<file path="config.mk">
export PLATFORM = sky130hd
export DESIGN_NAME = irrigation_countdown_timer
export DESIGN_NICKNAME = d
export VERILOG_FILES = /design/src/rtl/irrigation_countdown_timer.sv
export SDC_FILE = /design/constraint.sdc
export NUM_CORES = 1
export LEC_CHECK = 0
export ABC_AREA = 1
export BUFFER_PORTS_ARGS = -buffer_cell sky130_fd_sc_hd__buf_2
export CAP_MARGIN = 20
export CORE_ASPECT_RATIO = 1.5
export CORE_MARGIN = 4
export CORE_UTILIZATION = 46
export CTS_CLUSTER_DIAMETER = 200
export DETAILED_ROUTE_END_ITERATION = 12
export GPL_TIMING_DRIVEN = 0
export PLACE_DENSITY = 0.75
export SLEW_MARGIN = 5
export SYNTH_ARGS = -nofsm -noshare
export SYNTH_HDL_FRONTEND = slang
export SYNTH_SLANG_ARGS = --single-unit
export TNS_END_PERCENT = 20
</file>
<file path="constraint.sdc">
create_clock -name clk -period 1.5 [get_ports clk]
set_input_delay 0.3 -clock clk [delete_from_list [all_inputs] [get_ports clk]]
set_output_delay 0.3 -clock clk [all_outputs]
set_load 0.01 [all_outputs]
</file>
<file path="src/rtl/irrigation_countdown_timer.sv">
`default_nettype none
// ============================================================================
// Module      : irrigation_countdown_timer
// Description : BCD mm:ss countdown (00:00-39:59) that reloads a clamped
//               preset, decrements on each 1 Hz tick and pulses on expiry.
// Revision    : 1.0 - initial release
// ============================================================================
module irrigation_countdown_timer (
    input  logic       clk,
    input  logic       rst_n,
    input  logic       timer_reset,
    input  logic       tick_1hz,
    input  logic       pause,
    input  logic [1:0] preset_minutes_d,
    input  logic [3:0] preset_minutes_u,
    input  logic [2:0] preset_seconds_d,
    input  logic [3:0] preset_seconds_u,
    output logic [1:0] minutes_d,
    output logic [3:0] minutes_u,
    output logic [2:0] seconds_d,
    output logic [3:0] seconds_u,
    output logic       running,
    output logic       expired
);

    localparam logic [1:0] S_IDLE = 2'd0;
    localparam logic [1:0] S_LOAD = 2'd1;
    localparam logic [1:0] S_RUN  = 2'd2;
    localparam logic [1:0] S_DONE = 2'd3;

    logic [1:0] r_state;
    logic [1:0] r_min_d;
    logic [3:0] r_min_u;
    logic [2:0] r_sec_d;
    logic [3:0] r_sec_u;
    logic       r_running;
    logic       r_expired;

    logic [1:0] w_state_nxt;
    logic [1:0] w_min_d_nxt;
    logic [3:0] w_min_u_nxt;
    logic [2:0] w_sec_d_nxt;
    logic [3:0] w_sec_u_nxt;
    logic       w_running_nxt;
    logic       w_expired_nxt;
    logic       w_is_zero;
    logic       w_is_one;

    assign w_is_zero = (r_min_d == 2'd0) && (r_min_u == 4'd0) &&
                       (r_sec_d == 3'd0) && (r_sec_u == 4'd0);
    assign w_is_one  = (r_min_d == 2'd0) && (r_min_u == 4'd0) &&
                       (r_sec_d == 3'd0) && (r_sec_u == 4'd1);

    always_ff @(posedge clk or negedge rst_n) begin
        if (!rst_n) begin
            r_state   <= S_IDLE;
            r_min_d   <= 2'd0;
            r_min_u   <= 4'd0;
            r_sec_d   <= 3'd0;
            r_sec_u   <= 4'd0;
            r_running <= 1'b0;
            r_expired <= 1'b0;
        end else begin
            r_state   <= w_state_nxt;
            r_min_d   <= w_min_d_nxt;
            r_min_u   <= w_min_u_nxt;
            r_sec_d   <= w_sec_d_nxt;
            r_sec_u   <= w_sec_u_nxt;
            r_running <= w_running_nxt;
            r_expired <= w_expired_nxt;
        end
    end

    always_comb begin
        w_state_nxt   = r_state;
        w_min_d_nxt   = r_min_d;
        w_min_u_nxt   = r_min_u;
        w_sec_d_nxt   = r_sec_d;
        w_sec_u_nxt   = r_sec_u;
        w_expired_nxt = 1'b0;

        // A load request overrides every state and any same-cycle tick
        if (timer_reset) begin
            w_state_nxt = S_LOAD;
            w_min_d_nxt = preset_minutes_d;
            w_min_u_nxt = (preset_minutes_u > 4'd9) ? 4'd9 : preset_minutes_u;
            w_sec_d_nxt = (preset_seconds_d > 3'd5) ? 3'd5 : preset_seconds_d;
            w_sec_u_nxt = (preset_seconds_u > 4'd9) ? 4'd9 : preset_seconds_u;
        end else begin
            case (r_state)
                S_LOAD: w_state_nxt = w_is_zero ? S_DONE : S_RUN;
                S_RUN: begin
                    if (w_is_zero) begin
                        w_state_nxt = S_DONE;
                    end else if (tick_1hz && !pause) begin
                        if (w_is_one) begin
                            w_sec_u_nxt   = 4'd0;
                            w_state_nxt   = S_DONE;
                            w_expired_nxt = 1'b1;
                        end else if (r_sec_u != 4'd0) begin
                            w_sec_u_nxt = r_sec_u - 4'd1;
                        end else begin
                            w_sec_u_nxt = 4'd9;
                            if (r_sec_d != 3'd0) begin
                                w_sec_d_nxt = r_sec_d - 3'd1;
                            end else begin
                                w_sec_d_nxt = 3'd5;
                                if (r_min_u != 4'd0) begin
                                    w_min_u_nxt = r_min_u - 4'd1;
                                end else begin
                                    w_min_u_nxt = 4'd9;
                                    w_min_d_nxt = r_min_d - 2'd1;
                                end
                            end
                        end
                    end
                end
                default: w_state_nxt = r_state;
            endcase
        end

        w_running_nxt = (w_state_nxt == S_RUN) && !pause;
    end

    assign minutes_d = r_min_d;
    assign minutes_u = r_min_u;
    assign seconds_d = r_sec_d;
    assign seconds_u = r_sec_u;
    assign running   = r_running;
    assign expired   = r_expired;

endmodule
`default_nettype wire

</file>
==> impl_metrics.csv, run 1 <==
group,metric,value,unit
global_routing,grt_usage,0.174,
place,detailed_place_hpwl,1.99,mm
min_path,whs_endpoint,"running",
layout,fin_nets,216,
sta,relSlewSlack,0.718,
min_path,hp-class,"in -> reg",
layout,num-fill-cells,205,
sta,worst_slack,-0.0146,ns
synth,synth_seq_area_share,0.378,
power,irDropWorstVdd,0.707,mV
synth,synth_edf_count,0,
synth,syn-cell-area,0.00112,mm2
layout,n_antenna_cell,0,
floorplanning,die_w,48.4,um
clock_tree,clk_latency,0.30,ns
sta,final.setup_skew,0.0112,ns
floorplanning,coreArea,0.00229,mm2
sta,drv_slew,0,
drt,drc,0,
synth,synth_ff_type,"dfrtp_1",
floorplanning,io_pins,33,
drt,ant_nets,0,
critical_path,worstPathArrival,1.71,ns
floorplanning,start_util,0.492,
critical_path,worstSetupPathType,"reg -> reg",
place,placed_cell_area,0.00131,mm2
global_routing,grt_pass1_wl,4.64,mm
sta,worstMarginPinSlew,0.423,ns
synth,synth_fp_nets,172,
clock_tree,clockBufferDepth,2,
clock_tree,clk_pin_slew,0.11,ns
global_routing,antenna_found_initial,0,
floorplanning,dieArea,0.00332,mm2
critical_path,rr_worst_depth,13,
synth,synthCells,150,
synth,post-synth-top-area-cell,"dfrtp_1",
global_routing,grt_pass1_vias,1129,
run_status,violations,"setup timing",
layout,stdcell_area,0.00145,mm2
place,io_buffers,32,
min_path,min_from,"pause",
drt,finalWirelength,2.76,mm
layout,drive_gt1_frac,0.383,
sta,finalCriticalPeriod,1.51,ns
place,post-place-ws,-0.113,ns
floorplanning,dieHeight,68.6,um
synth,avgSynthCellArea,7.50,um2
global_routing,grt.overflow.total,0,
critical_path,crit_required,1.69,ns
critical_path,end_kind,"flip-flop",
job,maxCapViolations,0,
synth,synth_warnings,0,
sta,fin_crit_sh,1.01,
critical_path,reg2reg_slack,-0.01,ns
critical_path,crit_path_start_kind,"flip-flop",
synth,synth.distinct_cells,27,
sta,grt_setup_unrepaired,"yes",
power,power.density,1330,mW/mm2
min_path,worstHoldPathCells,4,
sta,max_freq,660,MHz
synth,ys_seq_elements,17,
clock_tree,cts_buffers,3,
clock_tree,cts_root_buffer,"clkbuf_4",
clock_tree,clock-sinks,17,
layout,area_growth,28.8,%
power,p_leak,0.758,nW
critical_path,reg2reg_to,"seconds_d[2]",
critical_path,cp_max_fo,6,
sta,setup_viol,1,
run_status,outcome,"finished, violations left",
synth,synth_area_leaders,"dfrtp_1 38%, nand2_1 13%, inv_1 5.0%, nor2_1 5.0%, ha_1 4.4%",
clock_tree,htreeDepth,1,
critical_path,r2r_start,"minutes_d[0]",
drt,drt_iter0_markers,37,
synth,async_reset_ff_frac,1.00,
sta,final_hold_viol_count,0,
drt,drt-pass1-iter-count,4,
drt,viasPerCell,5.31,
clock_tree,cts_tree,"done",
synth,synth_top_area_share,0.378,
floorplanning,rows,21,
drt,route.vias.total,1148,
place,place.gp.congestion,0.806,
global_routing,grt_max_degree,18,
drt,routedWlPerCell,12.8,um
[flip-flops by register name (all words and copies together) (netlist names)]
signal	flops
expired	1
minutes_d	2
minutes_u	4
r_state	2
running	1
seconds_d	3
seconds_u	4
[power breakdown]
part	leakage [nW]	switching [W]	internal, W
sequential	0.210	0.000160	0.000587
clock	0.0177	0.000152	0.0000995
combinational	0.530	0.000518	0.000413
[cell usage in the layout, fill, tap and decap left out, types with 4 or more instances in the layout]
| cell type | count |
|---|---|
| nand2_1 | 37 |
| nand2_2 | 5 |
| o21ai_1 | 9 |
| inv_1 | 15 |
| nor2_1 | 13 |
| a21oi_1 | 5 |
| dfrtp_1 | 14 |
| buf_4 | 6 |
| buf_2 | 33 |
| nor2_4 | 4 |
| o21ai_0 | 7 |
| o21ai_2 | 4 |
[routing by layer]
metal | part of all wire | vias to the layer above | global-route usage
li1 | - | 576 | -
met1 | 0.39 | 533 | 0.184
met2 | 0.54 | 34 | 0.324
met3 | 0.051 | 5 | 0.0387
met4 | 0.017 | 0 | 0.0865
met5 | 0 | - | 0
[critical path, stage by stage (launching register included)]
cell	delay, ns
dfrtp_1	0.41
inv_1	0.07
ha_2	0.17
nand3_2	0.09
nor2_4	0.14
nand2_2	0.08
inv_2	0.06
nand2_2	0.06
nand2_4	0.09
inv_6	0.05
nand2_8	0.08
inv_2	0.04
nand2_2	0.04
nand2_1	0.04
[repair_timing]
action	in CTS	in global routing
cloned	0	0
pin swaps	0	6
hold buffers	1	0
resized for setup	6	12
hold endpoints to repair	17	0
buffers inserted	0	6
endpoints found under the setup margin	8	13
[synth_stat cells, types with 3 or more instances]
library cell	instances
nand2_1	38
dfrtp_1	17
inv_1	15
nor2_1	15
o21ai_0	9
o21ai_1	8
a21oi_1	5
ha_1	4
nand2_2	4
nand3_1	4
nor2_2	4
a22oi_1	3
nand2_4	3
o21ai_2	3
[kinds of logic (layout without fill, tap and decap cells)]
| group | after synthesis | after routing | share of synthesized area |
|---|---|---|---|
| and+or+nand+nor | 70 | 70 | 0.293 |
| buffers and inverters | 21 | 64 | 0.0756 |
| xor gates and xnor gates | 1 | 1 | 0.00779 |
| AOI/OAI and AO/OA | 37 | 37 | 0.201 |
| DFF | 17 | 17 | 0.378 |
| adders and majority gates | 4 | 4 | 0.0445 |
[layout make-up]
cell class                      instances  area [um2]  area share
Buffer                                  2        8.76     0.00604
Clock inverter                          1        5.00     0.00345
Clock buffer                            3        22.5      0.0155
Tap cell                               23        28.8      0.0199
Multi-Input combinational cell        112         661       0.456
Sequential cell                        17         429       0.296
Timing Repair Buffer                   39         215       0.149
Inverter                               19        78.8      0.0544
[per-stage QoR]
| step | util | power, W | hold slack, ns | setup TNS, ns | cells |
|---|---|---|---|---|---|
| 5_1_grt | 0.634 | 0.00213 | 0.284 | -0.651 | 216 |
| 3_3_place_gp | 0.575 | 0.00150 | 0.246 | -0.186 | 205 |
| 6_report | 0.634 | 0.00193 | 0.227 | -0.0146 | 216 |
| 3_5_place_dp | 0.575 | 0.00153 | 0.253 | -0.323 | 205 |
| 2_1_floorplan | - | 0.00127 | 0.00441 | 0 | 150 |
| 4_1_cts | 0.599 | 0.00182 | 0.228 | 0 | 210 |
[worst max-delay path by stage]
stage / start / to / slack, ns / cells past startpoint
5_1_grt: minutes_d[0] / seconds_d[2] / -0.12 / 13
2_1_floorplan: r_state[0] / seconds_d[1] / 0.01 / 9
3_3_place_gp: r_state[0] / seconds_d[1] / -0.07 / 9
3_5_place_dp: r_state[0] / seconds_d[0] / -0.11 / 9
6_report: minutes_d[0] / seconds_d[2] / -0.01 / 13
4_1_cts: minutes_d[0] / seconds_d[2] / 0.01 / 13
Power figures use the tool's default switching activity.
==> inputs of run 2 (changes only) <==
--- a/config.mk
+++ b/config.mk
@@ -9,7 +9,7 @@
 export BUFFER_PORTS_ARGS = -buffer_cell sky130_fd_sc_hd__buf_2
 export CAP_MARGIN = 20
 export CORE_ASPECT_RATIO = 1.5
-export CORE_MARGIN = 4
+export CORE_MARGIN = 2
 export CORE_UTILIZATION = 46
 export CTS_CLUSTER_DIAMETER = 200
 export DETAILED_ROUTE_END_ITERATION = 12
==> run 2 against run 1 <==
Effect of this change:
- the run now ends clean
- utilization is 0.46 points higher
- sequential share of layout area down 1.2 points
- critical path depth shrank 1
- register-to-register slack improved by 0.07 ns
- non-clock buffer count is 6 higher
- sequential power is 1% higher
- die area shrank 14%
- combinational power is 18% higher
- global-route usage increased by 2.6 points
- final area grew 5.5%
- largest power group unchanged
==> impl_metrics.csv, run 2 (synthesis results as in run 1) <==
group,metric,value,unit
run_status,outcome,"finished clean",
critical_path,end_kind,"flip-flop",
clock_tree,cts_tree,"done",
sta,final.setup_skew,0.00448,ns
clock_tree,cts_root_buffer,"clkbuf_4",
drt,routedWlPerCell,12.0,um
floorplanning,coreArea,0.00239,mm2
sta,final_hold_viol_count,0,
power,irDropWorstVdd,0.705,mV
place,io_buffers,32,
sta,tns,0,ns
critical_path,crit_chain,"nor2_2 -> nand2_2 -> nor2_4 -> nand2_2 -> inv_2 -> nand2_2 -> nand2_4 -> inv_6 -> nand2_8 -> inv_2 -> nand2_1 -> nand2_1",
floorplanning,dieArea,0.00287,mm2
floorplanning,dieHeight,64.6,um
clock_tree,clockBufferDepth,2,
power,power.density,1380,mW/mm2
clock_tree,clk_pin_slew,0.10,ns
place,placed_cell_area,0.00132,mm2
power,p_leak,0.780,nW
global_routing,grt_max_degree,18,
layout,num-fill-cells,206,
floorplanning,die_w,44.4,um
layout,post-route-util,0.638,
global_routing,grt_usage,0.200,
sta,finalCriticalPeriod,1.44,ns
layout,layout_commonest_cell,"nand2_1",
floorplanning,start_util,0.470,
sta,worstMarginPinSlew,0.423,ns
layout,final_cell_mix,"38 x nand2_1, 33 x buf_2, 12 x inv_1, 12 x buf_4, 11 x nor2_1",
drt,drt-pass1-iter-count,4,
clock_tree,htreeDepth,1,
job,maxCapViolations,0,
floorplanning,rows,22,
critical_path,critPathMostFrequentCell,"nand2_2",
critical_path,cpLargestDelayFamily,"simple AND/OR/NAND/NOR gates",
global_routing,grt_pass1_vias,1080,
critical_path,crit_path_start_kind,"flip-flop",
critical_path,worstPathArrival,1.65,ns
layout,n_antenna_cell,0,
clock_tree,clk_latency,0.30,ns
sta,max_freq,693,MHz
clock_tree,clock-sinks,17,
critical_path,worstSetupPathType,"reg -> reg",
layout,drive_gt1_frac,0.437,
min_path,hp-class,"in -> reg",
layout,area_growth,35.9,%
layout,multi_input_area,691,um2
layout,fin_nets,222,
clock_tree,cts_buffers,3,
drt,ant_nets,0,
critical_path,cp_max_fo,6,
layout,stdcell_area,0.00153,mm2
global_routing,grt.overflow.total,0,
drt,drt_iter0_markers,25,
sta,grt_setup_unrepaired,"yes",
critical_path,worst-path-buf-inv,3,
floorplanning,io_pins,33,
place,detailed_place_hpwl,1.96,mm
sta,fin_crit_sh,0.962,
sta,relSlewSlack,0.718,
sta,drv_slew,0,
critical_path,critPathMaxStageDelay,0.42,ns
drt,finalWirelength,2.67,mm
place,place.gp.congestion,0.825,
critical_path,crit_slowest_cell,"dfrtp_1",
sta,setup_viol,0,
drt,route.vias.total,1171,
drt,drc,0,
global_routing,grt_pass1_wl,4.21,mm
global_routing,antenna_found_initial,0,
critical_path,crit_required,1.70,ns
sta,holdWs,0.226,ns
drt,viasPerCell,5.25,
layout,regArea,434,um2
## run 2: where the power goes
group	internal, W	switching, W	total, W
registers	0.000596	0.000159	0.000755
logic	0.000520	0.000581	0.00110
clock network	0.000104	0.000153	0.000257
total	0.00122	0.000893	0.00211
## run 2: final timing paths
kind / startpoint / to / slack [ns] / cells after the start
worst max-delay path: minutes_u[3] / seconds_d[2] / 0.06 / 12
worst min-delay path: pause / running / 0.23 / 4
worst max register to register: minutes_u[3] / seconds_d[2] / 0.06 / 12
worst min register to register: seconds_d[2] / seconds_d[2] / 0.54 / 2
max in group asynchronous: rst_n / seconds_d[0] / 0.76 / 2
min in group asynchronous: rst_n / seconds_u[2] / 0.43 / 2
## run 2: metrics by stage
stage	std cells	total power (W)	worst slack (ns)
after floorplan	150	0.00127	0.0124
after global placement	206	0.00149	-0.0641
after detailed placement	206	0.00154	-0.123
after CTS	212	0.00184	0.00116
after global routing	223	0.00229	-0.0483
final	223	0.00211	0.0566
## run 2: repair_timing
action,4_1_cts,5_1_grt
gates resized for setup,5,23
pin swaps,1,7
buffers inserted,1,11
endpoints found under the setup margin,7,13
hold buffers,1,0
endpoints found under the hold margin,17,0
## run 2: final cells by class
| cell class | instances | area share |
|---|---|---|
| plain buffers | 2 | 0.00573 |
| clock buffers | 4 | 0.0172 |
| inverters | 19 | 0.0516 |
| multi-input cells | 112 | 0.452 |
| flip-flops and latches | 17 | 0.284 |
| well taps | 24 | 0.0196 |
| repair buffers | 45 | 0.170 |
## run 2: worst min-delay path: stages
cell	delay (ns)
buf_2	0.07
inv_1	0.04
nand2_1	0.05
nor2_1	0.04
## run 2: layer usage
metal,part of all wire,wire length [um],track usage
met2,0.56,1490,0.357
met1,0.38,1020,0.211
met5,0,0,0
met3,0.036,95,0.0195
met4,0.025,68,0.133
==> inputs of run 3 (changes only) <==
--- a/config.mk
+++ b/config.mk
@@ -11,6 +11,7 @@
 export CORE_ASPECT_RATIO = 1.5
 export CORE_MARGIN = 2
 export CORE_UTILIZATION = 46
+export CTS_BUF_LIST = sky130_fd_sc_hd__clkbuf_16
 export CTS_CLUSTER_DIAMETER = 200
 export DETAILED_ROUTE_END_ITERATION = 12
 export GPL_TIMING_DRIVEN = 0
==> run 3 against run 2 <==
Effect of this change:
- utilization fell by 0.63 points
- the run now ends with setup timing left
- first-iteration DRC count rose by 24%
- fmax fell by 4.3%
==> impl_metrics.csv, run 3 (synthesis results as in run 1) <==
group,metric,value,unit
global_routing,grt_pass1_wl,4.29,mm
critical_path,worstPathArrival,1.64,ns
power,seqPwrFrac,0.335,
layout,drive_gt1_frac,0.396,
sta,setup_viol,1,
global_routing,grt.overflow.total,0,
power,power.density,1500,mW/mm2
place,detailed_place_hpwl,1.96,mm
global_routing,grt_pass1_vias,1100,
floorplanning,io_pins,33,
layout,post-route-util,0.632,
sta,drv_slew,0,
sta,final.setup_skew,0.00166,ns
drt,routedWlPerCell,13.0,um
global_routing,antenna_found_initial,0,
run_status,violations,"setup timing",
sta,fin_crit_sh,1.01,
clock_tree,clk_latency,0.24,ns
power,switchingPower,0.000890,W
critical_path,crit_chain,"nor2_4 -> nand2_4 -> nand2_4 -> o21ai_2 -> nor2_2 -> nand2_2 -> nand2_1 -> o21ai_1",
drt,ant_nets,0,
clock_tree,cts_root_buffer,"clkbuf_16",
power,total_power,0.00227,W
power,internal-power,0.00139,W
drt,route.vias.total,1153,
drt,drt-pass1-iter-count,4,
drt,wl_met2,1.54,mm
power,p_leak,0.777,nW
floorplanning,start_util,0.470,
job,maxCapViolations,0,
sta,relSlewSlack,0.731,
drt,drt_iter0_markers,31,
sta,final_hold_viol_count,0,
critical_path,critPathMaxStageDelay,0.45,ns
layout,layout_commonest_cell,"nand2_1",
layout,area_growth,34.6,%
critical_path,crit_path_start_kind,"flip-flop",
min_path,hp-class,"in -> reg",
power,pwr-share-comb,0.437,
floorplanning,rows,22,
critical_path,crit_required,1.63,ns
global_routing,grt_max_degree,18,
clock_tree,cts_tree,"done",
place,place.gp.congestion,0.825,
layout,n_antenna_cell,0,
critical_path,critPathMostFrequentCell,"nand2_4",
critical_path,worst-path-buf-inv,0,
clock_tree,clk_pin_slew,0.05,ns
clock_tree,clock-sinks,17,
critical_path,cpLargestDelayFamily,"simple AND/OR/NAND/NOR gates",
sta,finalCriticalPeriod,1.51,ns
clock_tree,clockBufferDepth,2,
sta,grt_setup_unrepaired,"yes",
critical_path,rr_worst_depth,8,
drt,met3WireLength,120,um
sta,max_freq,663,MHz
layout,num-fill-cells,208,
drt,drc,0,
power,swShare,0.391,
power,p_clk_frac,0.228,
critical_path,crit_slowest_cell,"dfrtp_2",
drt,finalWirelength,2.81,mm
min_path,worstHoldPathCells,4,
floorplanning,coreArea,0.00239,mm2
critical_path,worstSetupPathDepth,8,
run_status,outcome,"finished, violations left",
layout,fin_nets,215,
critical_path,end_kind,"flip-flop",
global_routing,grt_usage,0.199,
floorplanning,dieArea,0.00287,mm2
sta,worst_slack,-0.00793,ns
drt,top_layer_used,"met4",
layout,final_cell_mix,"37 x nand2_1, 33 x buf_2, 14 x dfrtp_1",
floorplanning,die_w,44.4,um
floorplanning,dieHeight,64.6,um
drt,m1WireLength,1.06,mm
critical_path,cp_max_fo,8,
sta,worstMarginPinSlew,0.403,ns
power,irDropWorstVdd,0.971,mV
clock_tree,htreeDepth,1,
drt,viasPerCell,5.34,
place,io_buffers,32,
critical_path,worstSetupPathType,"reg -> reg",
clock_tree,cts_buffers,3,
run 3: cell count changes in the layout (fill, tap and decap cells not counted), moves of 3 or more:
| cell | delta |
|---|---|
| clkbuf_16 | +3 |
| clkbuf_4 | -3 |
| dfrtp_2 | -4 |
| dfrtp_1 | +4 |
| buf_4 | -7 |
run 3: path summary, 6_finish.rpt:
check	from	endpoint	slack (ns)
max in group asynchronous	rst_n	seconds_d[0]	0.69
min	pause	running	0.30
max	seconds_u[0]	minutes_u[0]	-0.008
min reg2reg	seconds_d[2]	seconds_d[2]	0.54
min in group asynchronous	rst_n	seconds_u[2]	0.51
max reg2reg	seconds_u[0]	minutes_u[0]	-0.008
run 3: metal layers:
metal,up-vias,GRT usage
met4,0,0.0947
li1,575,-
met3,8,0.0251
met5,-,0
met1,539,0.211
met2,31,0.368
run 3: final cells by class:
type,count,area [um2],area share
multi-input combinational,112,681,0.450
clock inverter,1,3.75,0.00248
tap,24,30.0,0.0198
sequential,17,429,0.283
timing repair buffer,38,208,0.137
buffer,2,8.76,0.00579
inverter,19,78.8,0.0521
clock buffer,3,75.1,0.0496
run 3: per-stage QoR:
stage,worst slack [ns],instance area (um2),instances,hold slack (ns),TNS (ns)
floorplan,0.0124,1120,150,0.00441,0
global placement,-0.0641,1320,206,0.243,-0.172
detailed placement,-0.123,1320,206,0.247,-0.358
CTS,-0.000649,1410,211,0.301,-0.000649
global route,-0.0986,1510,216,0.351,-0.618
finish,-0.00793,1510,216,0.297,-0.00793
run 3: what timing repair did:
item / CTS / global route
resized for setup: 3 / 20
pin swaps: 0 / 4
setup endpoints to repair: 6 / 13
buffers inserted: 0 / 5
hold buffers: 1 / 0
endpoints found under the hold margin: 17 / 0
run 3: power groups by stage:
stage	clock network, W	logic (W)	registers (W)
5_1_grt	0.000551	0.00112	0.000785
3_3_place_gp	0	0.000768	0.000726
6_report	0.000519	0.000994	0.000761
4_1_cts	0.000530	0.000813	0.000734
2_1_floorplan	0	0.000497	0.000773
3_5_place_dp	0	0.000800	0.000738
run 3: tightest hold or removal path: stages:
cell and delay, ns:
buf_2 0.07, inv_1 0.04, nand2_1 0.05, nor2_1 0.04
